## config.mk

```make
export PLATFORM = sky130hd
export DESIGN_NAME = param_datacache_flat
export DESIGN_NICKNAME = d
export VERILOG_FILES = /design/src/rtl/param_datacache_if.sv /design/src/rtl/param_datacache.sv /design/src/flat_wrapper.sv
export SDC_FILE = /design/constraint.sdc
export NUM_CORES = 2
export LEC_CHECK = 0
export CORE_ASPECT_RATIO = 0.6
export CORE_MARGIN = 8
export CORE_UTILIZATION = 45
export DETAILED_ROUTE_END_ITERATION = 10
export HOLD_SLACK_MARGIN = 0.06
export PLACE_DENSITY = 0.62
export SYNTH_ARGS = -nofsm -noshare
export SYNTH_HDL_FRONTEND = slang
export SYNTH_SLANG_ARGS = --single-unit
```

## constraint.sdc

```tcl
create_clock -name clk -period 7.6 [get_ports clk]
set_clock_uncertainty 0.05 [all_clocks]
set_input_delay 2.28 -clock clk [delete_from_list [all_inputs] [get_ports clk]]
set_output_delay 2.28 -clock clk [all_outputs]
set_load 0.01 [all_outputs]
```

## src/rtl/param_datacache_if.sv

```systemverilog
// Bundles the core load/store port and the backing-memory word port of
// param_datacache.
//   slave  : cache side. Takes the core request and the memory response, and
//            drives the load result and the memory request.
//   master : environment side (core plus memory), with the directions reversed.
// Core port   : in (word address), readable, writable, write (store data),
//               out (load data or echoed store data), over (completion pulse).
// Memory port : mem_req, mem_we, mem_addr, mem_wdata, mem_rdata, mem_ack.
interface param_datacache_if #(
  parameter int WORD_SIZE = 32
);
  logic [WORD_SIZE-1:0] in;
  logic                 readable;
  logic                 writable;
  logic [WORD_SIZE-1:0] write;
  logic [WORD_SIZE-1:0] out;
  logic                 over;
  logic                 mem_req;
  logic                 mem_we;
  logic [WORD_SIZE-1:0] mem_addr;
  logic [WORD_SIZE-1:0] mem_wdata;
  logic [WORD_SIZE-1:0] mem_rdata;
  logic                 mem_ack;

  modport slave (
    input  in, readable, writable, write, mem_rdata, mem_ack,
    output out, over, mem_req, mem_we, mem_addr, mem_wdata
  );

  modport master (
    output in, readable, writable, write, mem_rdata, mem_ack,
    input  out, over, mem_req, mem_we, mem_addr, mem_wdata
  );
endinterface

```

## src/rtl/param_datacache.sv

```systemverilog
// Direct-mapped data cache that sits between the core load/store port and a
// word-wide backing memory. Word width, set count and line length are
// parameters. WRITE_BACK selects the write policy: 1 gives write-back with
// write-allocate, 0 gives write-through with no allocate.
// Ports:
//   clk   : rising-edge clock
//   rst_n : asynchronous reset, active low
//   bus   : param_datacache_if.slave. Carries the core request, out/over, and
//           the req/ack memory handshake. Each memory word is one transaction,
//           and mem_req drops for at least one cycle between words.
module param_datacache #(
  parameter int WORD_SIZE   = 32,
  parameter int INDEX_BITS  = 4,
  parameter int OFFSET_BITS = 2,
  parameter bit WRITE_BACK  = 1'b1
) (
  input  logic                clk,
  input  logic                rst_n,
  param_datacache_if.slave    bus
);
  localparam int TAG_W      = WORD_SIZE - INDEX_BITS - OFFSET_BITS;
  localparam int LINES      = 1 << INDEX_BITS;
  localparam int LINE_WORDS = 1 << OFFSET_BITS;
  localparam int AW         = INDEX_BITS + OFFSET_BITS;

  typedef enum logic [2:0] {IDLE, LOOKUP, WBACK, REFILL, WTHRU, DONE} state_t;

  state_t                   state_q, state_d;
  logic [WORD_SIZE-1:0]     addr_q, addr_d;
  logic [WORD_SIZE-1:0]     wdata_q, wdata_d;
  logic                     is_wr_q, is_wr_d;
  logic [WORD_SIZE-1:0]     out_q, out_d;
  logic                     over_q, over_d;
  logic [WORD_SIZE-1:0]     fill_q, fill_d;
  logic [OFFSET_BITS-1:0]   cnt_q, cnt_d;
  logic                     mreq_q, mreq_d;
  logic                     mwe_q, mwe_d;
  logic [WORD_SIZE-1:0]     maddr_q, maddr_d;
  logic [WORD_SIZE-1:0]     mwdata_q, mwdata_d;
  logic [LINES-1:0]         valid_q, valid_d;
  logic [LINES-1:0]         dirty_q, dirty_d;

  // Tag and data storage are not reset. The valid bits alone decide hits.
  logic [TAG_W-1:0]         tag_mem  [LINES];
  logic [WORD_SIZE-1:0]     data_mem [LINES*LINE_WORDS];
  logic                     tag_we;
  logic                     data_we;
  logic [AW-1:0]            data_waddr;
  logic [WORD_SIZE-1:0]     data_wval;

  logic [TAG_W-1:0]         req_tag;
  logic [INDEX_BITS-1:0]    req_idx;
  logic [OFFSET_BITS-1:0]   req_off;
  logic                     hit;
  logic                     last_word;
  logic                     word_ack;

  assign req_tag   = addr_q[WORD_SIZE-1 -: TAG_W];
  assign req_idx   = addr_q[OFFSET_BITS +: INDEX_BITS];
  assign req_off   = addr_q[OFFSET_BITS-1:0];
  assign hit       = valid_q[req_idx] && (tag_mem[req_idx] == req_tag);
  assign last_word = &cnt_q;
  assign word_ack  = mreq_q && bus.mem_ack;

  always_comb begin
    state_d    = state_q;
    addr_d     = addr_q;
    wdata_d    = wdata_q;
    is_wr_d    = is_wr_q;
    out_d      = out_q;
    over_d     = 1'b0;
    fill_d     = fill_q;
    cnt_d      = cnt_q;
    mreq_d     = mreq_q;
    mwe_d      = mwe_q;
    maddr_d    = maddr_q;
    mwdata_d   = mwdata_q;
    valid_d    = valid_q;
    dirty_d    = dirty_q;
    tag_we     = 1'b0;
    data_we    = 1'b0;
    data_waddr = {req_idx, req_off};
    data_wval  = wdata_q;

    case (state_q)
      IDLE: begin
        if (bus.readable || bus.writable) begin
          addr_d  = bus.in;
          wdata_d = bus.write;
          is_wr_d = bus.writable;
          state_d = LOOKUP;
        end
      end
      LOOKUP: begin
        if (hit && !is_wr_q) begin
          out_d   = data_mem[{req_idx, req_off}];
          over_d  = 1'b1;
          state_d = DONE;
        end else if (hit) begin
          data_we = 1'b1;
          if (WRITE_BACK) begin
            dirty_d[req_idx] = 1'b1;
            out_d            = wdata_q;
            over_d           = 1'b1;
            state_d          = DONE;
          end else begin
            state_d = WTHRU;
          end
        end else if (is_wr_q && !WRITE_BACK) begin
          state_d = WTHRU;
        end else begin
          cnt_d   = '0;
          state_d = (valid_q[req_idx] && dirty_q[req_idx]) ? WBACK : REFILL;
        end
      end
      WBACK: begin
        if (!mreq_q) begin
          mreq_d   = 1'b1;
          mwe_d    = 1'b1;
          maddr_d  = {tag_mem[req_idx], req_idx, cnt_q};
          mwdata_d = data_mem[{req_idx, cnt_q}];
        end else if (word_ack) begin
          mreq_d = 1'b0;
          cnt_d  = cnt_q + 1'b1;
          if (last_word) state_d = REFILL;
        end
      end
      REFILL: begin
        if (!mreq_q) begin
          mreq_d  = 1'b1;
          mwe_d   = 1'b0;
          maddr_d = {req_tag, req_idx, cnt_q};
        end else if (word_ack) begin
          mreq_d     = 1'b0;
          cnt_d      = cnt_q + 1'b1;
          data_we    = 1'b1;
          data_waddr = {req_idx, cnt_q};
          // A pending store overrides its own word as it arrives, so the
          // array needs only one write port.
          data_wval  = (is_wr_q && cnt_q == req_off) ? wdata_q : bus.mem_rdata;
          if (cnt_q == req_off) fill_d = bus.mem_rdata;
          if (last_word) begin
            valid_d[req_idx] = 1'b1;
            dirty_d[req_idx] = is_wr_q && WRITE_BACK;
            tag_we           = 1'b1;
            if (is_wr_q)                out_d = wdata_q;
            else if (cnt_q == req_off)  out_d = bus.mem_rdata;
            else                        out_d = fill_q;
            over_d  = 1'b1;
            state_d = DONE;
          end
        end
      end
      WTHRU: begin
        if (!mreq_q) begin
          mreq_d   = 1'b1;
          mwe_d    = 1'b1;
          maddr_d  = addr_q;
          mwdata_d = wdata_q;
        end else if (word_ack) begin
          mreq_d  = 1'b0;
          out_d   = wdata_q;
          over_d  = 1'b1;
          state_d = DONE;
        end
      end
      DONE:    state_d = IDLE;
      default: state_d = IDLE;
    endcase
  end

  always_ff @(posedge clk or negedge rst_n) begin
    if (!rst_n) begin
      state_q  <= IDLE;
      addr_q   <= '0;
      wdata_q  <= '0;
      is_wr_q  <= 1'b0;
      out_q    <= '0;
      over_q   <= 1'b0;
      fill_q   <= '0;
      cnt_q    <= '0;
      mreq_q   <= 1'b0;
      mwe_q    <= 1'b0;
      maddr_q  <= '0;
      mwdata_q <= '0;
      valid_q  <= '0;
      dirty_q  <= '0;
    end else begin
      state_q  <= state_d;
      addr_q   <= addr_d;
      wdata_q  <= wdata_d;
      is_wr_q  <= is_wr_d;
      out_q    <= out_d;
      over_q   <= over_d;
      fill_q   <= fill_d;
      cnt_q    <= cnt_d;
      mreq_q   <= mreq_d;
      mwe_q    <= mwe_d;
      maddr_q  <= maddr_d;
      mwdata_q <= mwdata_d;
      valid_q  <= valid_d;
      dirty_q  <= dirty_d;
    end
  end

  always_ff @(posedge clk) begin
    if (data_we) data_mem[data_waddr] <= data_wval;
    if (tag_we)  tag_mem[req_idx]     <= req_tag;
  end

  assign bus.out       = out_q;
  assign bus.over      = over_q;
  assign bus.mem_req   = mreq_q;
  assign bus.mem_we    = mwe_q;
  assign bus.mem_addr  = maddr_q;
  assign bus.mem_wdata = mwdata_q;
endmodule

```

## src/flat_wrapper.sv

```systemverilog
// flat-port wrapper written by rule: the top's interface ports become plain ports
module param_datacache_flat 
#(
  parameter int WORD_SIZE   = 32,
  parameter int INDEX_BITS  = 4,
  parameter int OFFSET_BITS = 2,
  parameter bit WRITE_BACK  = 1'b1
)
  (clk, rst_n, bus_in, bus_readable, bus_writable, bus_write, bus_mem_rdata, bus_mem_ack, bus_out, bus_over, bus_mem_req, bus_mem_we, bus_mem_addr, bus_mem_wdata);
  param_datacache_if #(.WORD_SIZE(WORD_SIZE)) bus_i ();
  input  logic clk;
  input  logic rst_n;
  input wire logic [$bits(bus_i.in)-1:0] bus_in;
  input wire logic [$bits(bus_i.readable)-1:0] bus_readable;
  input wire logic [$bits(bus_i.writable)-1:0] bus_writable;
  input wire logic [$bits(bus_i.write)-1:0] bus_write;
  input wire logic [$bits(bus_i.mem_rdata)-1:0] bus_mem_rdata;
  input wire logic [$bits(bus_i.mem_ack)-1:0] bus_mem_ack;
  output wire logic [$bits(bus_i.out)-1:0] bus_out;
  output wire logic [$bits(bus_i.over)-1:0] bus_over;
  output wire logic [$bits(bus_i.mem_req)-1:0] bus_mem_req;
  output wire logic [$bits(bus_i.mem_we)-1:0] bus_mem_we;
  output wire logic [$bits(bus_i.mem_addr)-1:0] bus_mem_addr;
  output wire logic [$bits(bus_i.mem_wdata)-1:0] bus_mem_wdata;
  assign bus_i.in = bus_in;
  assign bus_i.readable = bus_readable;
  assign bus_i.writable = bus_writable;
  assign bus_i.write = bus_write;
  assign bus_i.mem_rdata = bus_mem_rdata;
  assign bus_i.mem_ack = bus_mem_ack;
  assign bus_out = bus_i.out;
  assign bus_over = bus_i.over;
  assign bus_mem_req = bus_i.mem_req;
  assign bus_mem_we = bus_i.mem_we;
  assign bus_mem_addr = bus_i.mem_addr;
  assign bus_mem_wdata = bus_i.mem_wdata;
  param_datacache #(.WORD_SIZE(WORD_SIZE), .INDEX_BITS(INDEX_BITS), .OFFSET_BITS(OFFSET_BITS), .WRITE_BACK(WRITE_BACK)) u_core (.clk(clk), .rst_n(rst_n), .bus(bus_i));
endmodule
```

==> metrics.cfg <==
[status]
outcome=finished, final reports clean

[cts]
cts_resized=0
cts_tree=done
path_clk_slew_ps=70
ctsHoldBuffers=0
cts.sinks=2697
cts_buffers=242
cts_max_level=4
cts_root_buffer=clkbuf_16
clockBufferDepth=4
post_cts_buffers=0
clock_latency_ps=930

[logic_synthesis]
synth_xor_area_share_pct=0.1794
muxShareOfSynthArea_pct=27.40
ys_ff_latch=2697
seq_area_frac_synth_pct=65.39
synth_fa_ha_area_share_pct=0.01025
synth_compound_area_share_pct=3.139
yosys_most_used_dff=edfxtp_1
synth_edf_count=2464
synth-simple-area-share_pct=2.102
synth_top_family_by_area=multiplexers
synthCells=6011
syn_nets=6113
avgSynthCellArea_um2=20.31
synth_cell_types=78
ys_warn_count=0
syn-cell-area_um2=122100
synthArstFlopShare_pct=8.639

[layout]
n_fill_cell=21170
most-common-layout-cells=2464 x edfxtp_1, 1323 x mux4_2, 265 x nand2_1
final_util_pct=50.88
drive_gt1_share_pct=35.31
area_growth_pct=12.78
final_common_cell=edfxtp_1
nets=6380

[power_and_ir_drop]
internal_power_mw=36.22
power_frac_seq_pct=34.3
comb_power_share_pct=45.4
peakVddDrop_uv=381.1
p_clk_share_pct=20.3
switching_power_mw=24.74
power_density_nw_per_um2=442.8
switching_share_pct=40.58
leakage_nw=43.46

[floorplan]
die_area_um2=288700
ios=200
die-height_um=419.4
coreArea_um2=270500
start_util_pct=45.12
fp.dieW_um=688.4
placementRows=148

[timing]
setup_tns_ps=0
tightest_slew_ps=1458
max_slew_margin_pct=2.434
fmax_mhz=148.5
period_needed_ps=6733
fin_crit_sh_pct=88.59
rsz0062_at_grt=false
maxSlewViolCount=0
setup_viol=0
hold_violations=0
layout_setup_ws_ps=867.4

[global_route]
top_usage_layer=met1
antenna_found_initial=42
grt_max_degree=117
gr-usage-met2_pct=35.77
grt_overflow_total=0
gr-usage-met1_pct=43.60
use_met3_pct=18.72
grt_pass1_vias=67110
grt_use_total_pct=29.22
grt_pass1_wl_mm=580.9

[worst_setup_path]
critical-path-top-delay-family=simple AND/OR/NAND/NOR gates
critPathKind=flop to flop
required_ps=8130
crit_fanout=37
cp_num_buf_inv=2
crit_slowest_cell=a2111oi_0
endpoint_kind=flop
crit_chain=buf_4 -> mux4_2 -> mux2i_1 -> xor2_1 -> a21oi_1 -> a2111oi_0 -> and4_1 -> and3_1 -> a21oi_4 -> nor2_4 -> buf_12
cp_data_arrival_time_ps=7260
cp_slowest_stage_delay_ps=1010
critPathLaunchType=flop

[routing]
routed_wirelength_mm=428.6
avgViaCountPerCell=7.023
drt_iter0_drc=13710
wl_per_cell_um=42.50
drtAntennaViolNets=0
drc=0
drtPass1Iterations=6
dr_total_vias=70830

[placement]
place_ws_ps=1171
place.gp.congestion=0.9607
portBuffers=199
dp.final_hpwl_mm=278.6

[run]
drv_cap=0

[min_path]
hp-class=flop to flop

==> final timing paths <==
| kind | startpoint | to | slack, ps | depth (start not counted) |
|---|---|---|---|---|
| setup reg to reg | u_core.addr_q[3]$_DFFE_PN0P_ | u_core.data_mem[34][9]$_DFFE_PP_ | 870 | 11 |
| hold reg to reg | u_core.valid_q[10]$_DFFE_PN0P_ | u_core.valid_q[10]$_DFFE_PN0P_ | 420 | 1 |
| hold / removal | u_core.valid_q[10]$_DFFE_PN0P_ | u_core.valid_q[10]$_DFFE_PN0P_ | 420 | 1 |
| max in group asynchronous | rst_n | u_core.addr_q[0]$_DFFE_PN0P_ | 4600 | 2 |
| min in group asynchronous | rst_n | u_core.addr_q[27]$_DFFE_PN0P_ | 1330 | 1 |
| setup / recovery | u_core.addr_q[3]$_DFFE_PN0P_ | u_core.data_mem[34][9]$_DFFE_PP_ | 870 | 11 |
==> cell type report <==
cell class	count	area [µm²]	share of cell area, %
Clock buffer	304	6507	4.727
Multi-Input combinational cell	2839	40810	29.65
Clock inverter	136	1190	0.8643
Sequential cell	2697	79850	58.00
Timing Repair Buffer	485	4723	3.431
Inverter	13	48.80	0.03545
Antenna cell	11	27.53	0.02000
Tap cell	3600	4504	3.272
==> state kept, by name, indices dropped and copies added (netlist names), 32 cells and up <==
name	flops
u_core.tag_mem	416
u_core.bus.mem_wdata	32
u_core.addr_q	32
u_core.bus.mem_addr	32
u_core.fill_q	32
u_core.data_mem	2048
u_core.wdata_q	32
u_core.bus.out	32
==> power groups by stage <==
stage          clock (mW)  combinational (mW)  sequential (mW)
2_1_floorplan           0                15.5             20.4
3_3_place_gp            0                26.4             21.1
3_5_place_dp            0                26.5             21.1
4_1_cts              12.4                26.6             20.8
5_1_grt              13.0                28.5             21.0
6_report             12.4                27.7             20.9
==> metrics by stage <==
stage	area [µm²]	std cells	hold slack [ps]	power [mW]
finish	137700	10090	416.0	60.96
global route	137600	10080	427.5	62.44
CTS	137600	10070	415.9	59.90
detailed placement	129900	9633	399.2	47.68
global placement	129900	9632	396.1	47.52
floorplan	122100	6011	383.7	35.86
==> per-layer routing <==
metal	vias to the layer above	part of all wire [%]
met5	-	0.039
met4	26	1.8
met3	549	21
met2	5849	38
met1	38080	40
li1	26330	-
==> worst register-to-register path, cell delays in order, from the launching register on <==
cell       delay [ps]
dfrtp_4           850
buf_4             750
mux4_2            610
mux2i_1           220
xor2_1            170
a21oi_1            80
a2111oi_0        1010
and4_1            510
and3_1            590
a21oi_4           450
nor2_4            780
buf_12            280
==> Yosys cell counts (21+ instances only) <==
library cell,number,share of area [%]
mux2i_1,203,1.7
clkbuf_1,225,0.69
buf_2,139,0.57
dfrtp_1,233,4.8
nand2_1,267,0.82
a32oi_1,28,0.20
nor2_1,176,0.54
mux2_2,138,1.3
a21oi_1,136,0.56
a22oi_1,47,0.29
edfxtp_1,2464,61
a2bb2oi_2,29,0.36
a221oi_1,21,0.15
o21ai_0,152,0.62
mux4_2,1323,24
buf_1,59,0.18
==> cell families after synthesis <==
| group | Yosys count |
|---|---|
| and+or+nand+nor | 585 |
| buffers and inverters | 475 |
| muxes | 1667 |
| AOI/OAI and AO/OA | 561 |
| DFF | 2697 |
| xor gates and xnor gates | 25 |
| adders and majority gates | 1 |
No activity file was read; power rests on OpenSTA's default activity.
